## src/rtl/cla_adder32_pipe.sv

```systemverilog
// rtl/cla_adder32_pipe.sv - two-stage pipelined carry-lookahead adder/subtractor with valid/ready handshake
module cla_adder32_pipe #(
    parameter int WIDTH = 32
) (
    input  logic             clk,
    input  logic             rst_n,
    input  logic             in_valid,
    output logic             in_ready,
    input  logic [WIDTH-1:0] a,
    input  logic [WIDTH-1:0] b,
    input  logic             cin,
    input  logic             sub,
    output logic             out_valid,
    input  logic             out_ready,
    output logic [WIDTH-1:0] sum,
    output logic             cout,
    output logic             ovf,
    output logic             zero
);

    localparam int NSEC = WIDTH / 16;

    logic [WIDTH-1:0] p_q, p_d;
    logic [WIDTH-1:0] g_q, g_d;
    logic             c0_q, c0_d;
    logic             a_msb_q, a_msb_d;
    logic             b_msb_q, b_msb_d;
    logic             s1_v_q, s1_v_d;

    logic [WIDTH-1:0] sum_q, sum_d;
    logic             cout_q, cout_d;
    logic             ovf_q, ovf_d;
    logic             zero_q, zero_d;
    logic             out_valid_q, out_valid_d;

    logic             s2_en;
    logic             accept;
    logic [WIDTH-1:0] b_eff;

    logic [WIDTH:0]   carry;
    logic [3:0]       pn, gn;
    logic [3:0]       grp_p, grp_g;
    logic [4:0]       grp_c;
    logic             sec_c;
    logic [WIDTH-1:0] sum_w;

    // Handshake: stage 2 frees up whenever its result is taken, which may also free stage 1.
    always_comb begin
        s2_en    = !out_valid_q || out_ready;
        in_ready = !s1_v_q || s2_en;
        accept   = in_valid && in_ready;
    end

    always_comb begin
        b_eff   = sub ? ~b : b;
        p_d     = p_q;
        g_d     = g_q;
        c0_d    = c0_q;
        a_msb_d = a_msb_q;
        b_msb_d = b_msb_q;
        s1_v_d  = s1_v_q;
        if (in_ready) begin
            s1_v_d = in_valid;
        end
        if (accept) begin
            p_d     = a ^ b_eff;
            g_d     = a & b_eff;
            c0_d    = sub ? 1'b1 : cin;
            a_msb_d = a[WIDTH-1];
            b_msb_d = b_eff[WIDTH-1];
        end
    end

    // Lookahead inside each 16-bit section (4 groups of 4 bits); section carries ripple.
    always_comb begin
        carry = '0;
        pn    = '0;
        gn    = '0;
        grp_p = '0;
        grp_g = '0;
        grp_c = '0;
        sec_c = c0_q;
        for (int s = 0; s < NSEC; s++) begin
            for (int k = 0; k < 4; k++) begin
                pn       = p_q[16*s+4*k +: 4];
                gn       = g_q[16*s+4*k +: 4];
                grp_p[k] = &pn;
                grp_g[k] = gn[3]
                         | (pn[3] & gn[2])
                         | (pn[3] & pn[2] & gn[1])
                         | (pn[3] & pn[2] & pn[1] & gn[0]);
            end
            grp_c[0] = sec_c;
            grp_c[1] = grp_g[0]
                     | (grp_p[0] & sec_c);
            grp_c[2] = grp_g[1]
                     | (grp_p[1] & grp_g[0])
                     | (grp_p[1] & grp_p[0] & sec_c);
            grp_c[3] = grp_g[2]
                     | (grp_p[2] & grp_g[1])
                     | (grp_p[2] & grp_p[1] & grp_g[0])
                     | (grp_p[2] & grp_p[1] & grp_p[0] & sec_c);
            grp_c[4] = grp_g[3]
                     | (grp_p[3] & grp_g[2])
                     | (grp_p[3] & grp_p[2] & grp_g[1])
                     | (grp_p[3] & grp_p[2] & grp_p[1] & grp_g[0])
                     | (grp_p[3] & grp_p[2] & grp_p[1] & grp_p[0] & sec_c);
            for (int k = 0; k < 4; k++) begin
                pn = p_q[16*s+4*k +: 4];
                gn = g_q[16*s+4*k +: 4];
                carry[16*s+4*k +: 4] = {
                    gn[2] | (pn[2] & gn[1]) | (pn[2] & pn[1] & gn[0])
                          | (pn[2] & pn[1] & pn[0] & grp_c[k]),
                    gn[1] | (pn[1] & gn[0]) | (pn[1] & pn[0] & grp_c[k]),
                    gn[0] | (pn[0] & grp_c[k]),
                    grp_c[k]
                };
            end
            sec_c = grp_c[4];
        end
        carry[WIDTH] = sec_c;
    end

    always_comb begin
        sum_w       = p_q ^ carry[WIDTH-1:0];
        sum_d       = sum_q;
        cout_d      = cout_q;
        ovf_d       = ovf_q;
        zero_d      = zero_q;
        out_valid_d = out_valid_q;
        if (s2_en) begin
            out_valid_d = s1_v_q;
        end
        if (s2_en && s1_v_q) begin
            sum_d  = sum_w;
            cout_d = carry[WIDTH];
            // Same-sign operands giving an opposite-sign result; equals c[W]^c[W-1].
            ovf_d  = (a_msb_q ~^ b_msb_q) & (sum_w[WIDTH-1] ^ a_msb_q);
            zero_d = (sum_w == '0);
        end
    end

    always_ff @(posedge clk or negedge rst_n) begin
        if (!rst_n) begin
            p_q         <= '0;
            g_q         <= '0;
            c0_q        <= 1'b0;
            a_msb_q     <= 1'b0;
            b_msb_q     <= 1'b0;
            s1_v_q      <= 1'b0;
            sum_q       <= '0;
            cout_q      <= 1'b0;
            ovf_q       <= 1'b0;
            zero_q      <= 1'b0;
            out_valid_q <= 1'b0;
        end else begin
            p_q         <= p_d;
            g_q         <= g_d;
            c0_q        <= c0_d;
            a_msb_q     <= a_msb_d;
            b_msb_q     <= b_msb_d;
            s1_v_q      <= s1_v_d;
            sum_q       <= sum_d;
            cout_q      <= cout_d;
            ovf_q       <= ovf_d;
            zero_q      <= zero_d;
            out_valid_q <= out_valid_d;
        end
    end

    assign out_valid = out_valid_q;
    assign sum       = sum_q;
    assign cout      = cout_q;
    assign ovf       = ovf_q;
    assign zero      = zero_q;

endmodule

```

## config.mk

```make
export PLATFORM = sky130hd
export DESIGN_NAME = cla_adder32_pipe
export DESIGN_NICKNAME = d
export VERILOG_FILES = /design/src/rtl/cla_adder32_pipe.sv
export SDC_FILE = /design/constraint.sdc
export NUM_CORES = 1
export LEC_CHECK = 0
export ABC_AREA = 1
export BUFFER_PORTS_ARGS = -buffer_cell sky130_fd_sc_hd__buf_2
export CORE_MARGIN = 2
export CORE_UTILIZATION = 45
export DETAILED_ROUTE_END_ITERATION = 8
export PLACE_DENSITY = 0.65
export SLEW_MARGIN = 10
export SYNTH_ARGS = -nofsm -noshare
export SYNTH_HDL_FRONTEND = slang
export SYNTH_SLANG_ARGS = --single-unit
```

## constraint.sdc

```tcl
create_clock -name clk -period 5.8 [get_ports clk]
set_input_delay 0 -clock clk [delete_from_list [all_inputs] [get_ports clk]]
set_output_delay 0 -clock clk [all_outputs]
set_load 0.02 [all_outputs]
```

==> metrics <==
status=finished, final reports clean; Sw Pwr=0.9697 mW; period utilization=47.64%; Yosys top cell area share=44.38%; Clock power frac=23.1%; largest net degree at the start of global routing=100; Inserted Clock Buffers=9; kind of critical path=reg -> reg; Power Density=349.2 mW/mm2; initial antenna violation count=0; hold crit path type=in -> reg; # rows=41; Layout area overhead=21.34%; GRT Util Overall=20.79%; area leader, netlist=dfrtp_1; Final Wtd Congestion=0.8489; Fmax=0.3619 GHz; Post-DRT Antenna Nets=0; IO Port Bufs=106; crit path capture type=register; Yosys reg bits=104; fillers=1,221; Setup Buffers After CTS=0; combinational share of power=34.7%; Post-Syn Area=0.005864 mm2; Setup TNS=0 ns; sequential fraction of the synthesis area=44.38%; switch share=39.03%; commonest non-fill, non-tap cells in the layout=278 x nand2_1, 105 x buf_2, 104 x dfrtp_1; Die Span Y=118.2 um; clock root buffer master=clkbuf_16; Layout Skew=0.009322 ns; Vias=5,102; first-pass GRT wire length=23,600 um; leakage=3.859 nW; Hold Buf Count CTS=28; Syn Inst Count=747; Crit Path Max Fanout=6; clock slew at reported path FFs=0.07 ns; clk sinks=104; Final Hold Vio Count=0; vias in the first global route=5,013; Core Region=0.01267 mm2; Distinct cells, synth=29; DR iter-0 viols=359; relative slew slack=25.30%; initial core utilization=46.28%; Worst-Margin Slew=1.119 ns; Seq pwr share=42.2%; RSZ-0062 raised after global routing=false; maximum vdd drop=0.1612 mV; Clock Tree Buf Depth=2; Synth Warn #=0; syn_area_per_cell=7.851 um2; number of gates resized after cts=0; DR pass1 iterations=5; drt wl/cell=13.35 um; CP arrival=3.05 ns; total power=2.485 mW; Max Cap Viol=0; Setup Viol. Count Final=0; layout cells sized above 1=17.90%; ranking of synthesized cells by area=dfrtp_1 44%, nand2_1 18%, ha_1 8.5%; Worst Path Required=6.08 ns; die width=118.2 um; worst skew pair latency=0.34 ns; H-tree levels=3; DRC violations left=0; post-route minimum period=2.763 ns; CTS tree=yes; Nets=982; commonest non-fill, non-tap cell in the layout=nand2_1; fin. max-slew vios=0; total wire length=14,000 um; internal power=1.515 mW; Setup crit start kind=register; total global routing overflow=0; die area=0.01396 mm2; # IOs=107; Syn Nets=857; vias per inst=4.864; DP HPWL=10,040 um; antenna diode instance count=0
-- path summary, 6_finish.rpt --
check,slack (ns),start,end,cells past startpoint
min in group asynchronous,0.19,rst_n,sum[13],2
hold reg to reg,0.48,sum[3],sum[3],2
hold / removal,0.007,a[15],p_q[15],4
max in group asynchronous,4.44,rst_n,cout,3
setup / recovery,3.04,p_q[2],zero,22
setup reg to reg,3.04,p_q[2],zero,22
-- critical path, stage by stage (launching register included) --
cell and delay, ns:
dfrtp_1 0.45, nand2_2 0.11, nor2_1 0.05, nor2_1 0.11, nand3_2 0.15, nand2_2 0.12, nand2_4 0.09, nand2_2 0.09
nand2_4 0.05, ha_1 0.19, o21ai_0 0.21, nand2_1 0.12, nor2_1 0.10, nand2_1 0.07, nor2_1 0.10, nand3_1 0.07
nor2_1 0.13, nand3_1 0.09, nor2_1 0.10, nand3_1 0.08, nor2_1 0.11, nand2_1 0.06, nand2_1 0.05
-- layer usage --
layer	share of wire [%]	wire, um	track usage, %	vias to the layer above
li1	-	-	-	2610
met1	48	6708	28.42	2367
met2	46	6489	34.07	108
met3	4.0	567	3.041	17
met4	1.7	235	6.702	0
met5	0	0	0	-
-- kinds of logic after synthesis --
kind of cell | after synthesis | synth area share, %
xor gates and xnor gates | 36 | 5.377
and+or+nand+nor | 382 | 27.03
DFF | 104 | 44.38
adders and majority gates | 40 | 8.534
buffers and inverters | 92 | 5.931
AOI/OAI and AO/OA | 93 | 8.748
-- registers in the layout, indices dropped and copies added (netlist names) --
register   count
ovf            1
p_q           32
a_msb_q        1
b_msb_q        1
cout           1
s1_v_q         1
out_valid      1
sum           32
g_q           32
c0_q           1
zero           1
-- power groups by stage --
stage / Combinational, mW / Sequential (mW) / Clock (mW)
floorplan: 0.451 / 1.15 / 0
global placement: 0.841 / 1.05 / 0
detailed placement: 0.850 / 1.06 / 0
CTS: 0.871 / 1.05 / 0.588
global route: 0.977 / 1.07 / 0.622
finish: 0.861 / 1.05 / 0.574
-- metrics by stage --
step / util (%) / area, um2 / worst slack, ns / hold slack [ns] / cells
2_1_floorplan: - / 5864 / 3.482 / -0.2956 / 747
3_3_place_gp: 51.72 / 6554 / 3.246 / 0.03835 / 1005
3_5_place_dp: 51.72 / 6554 / 3.078 / 0.04135 / 1005
4_1_cts: 56.16 / 7116 / 3.058 / 0.001546 / 1049
5_1_grt: 56.16 / 7116 / 2.746 / 0.007496 / 1049
6_report: 56.16 / 7116 / 3.037 / 0.006976 / 1049
-- area by class of cell --
cell class / count / area, um2 / share of cell area (%)
tap: 172 / 215.2 / 3.024
sequential: 104 / 2603 / 36.57
inverter: 68 / 255.2 / 3.587
timing repair buffer: 138 / 843.3 / 11.85
clock inverter: 6 / 42.54 / 0.5979
clock buffer: 10 / 239.0 / 3.359
multi-input combinational: 551 / 2918 / 41.01
-- cells in the mapped netlist, drive strengths merged --
library cell / instances
nor3: 6
buf: 6
o21ai: 56
xor2: 35
o211ai: 1
nand3b: 3
ha: 40
o21a: 1
nand3: 23
o221ai: 1
a221oi: 2
inv: 68
xnor2: 1
o21bai: 4
nand4: 2
nor2: 50
clkbuf: 18
a31oi: 11
nand2: 298
a21oi: 17
dfrtp: 104
Power figures use the tool's default switching activity.
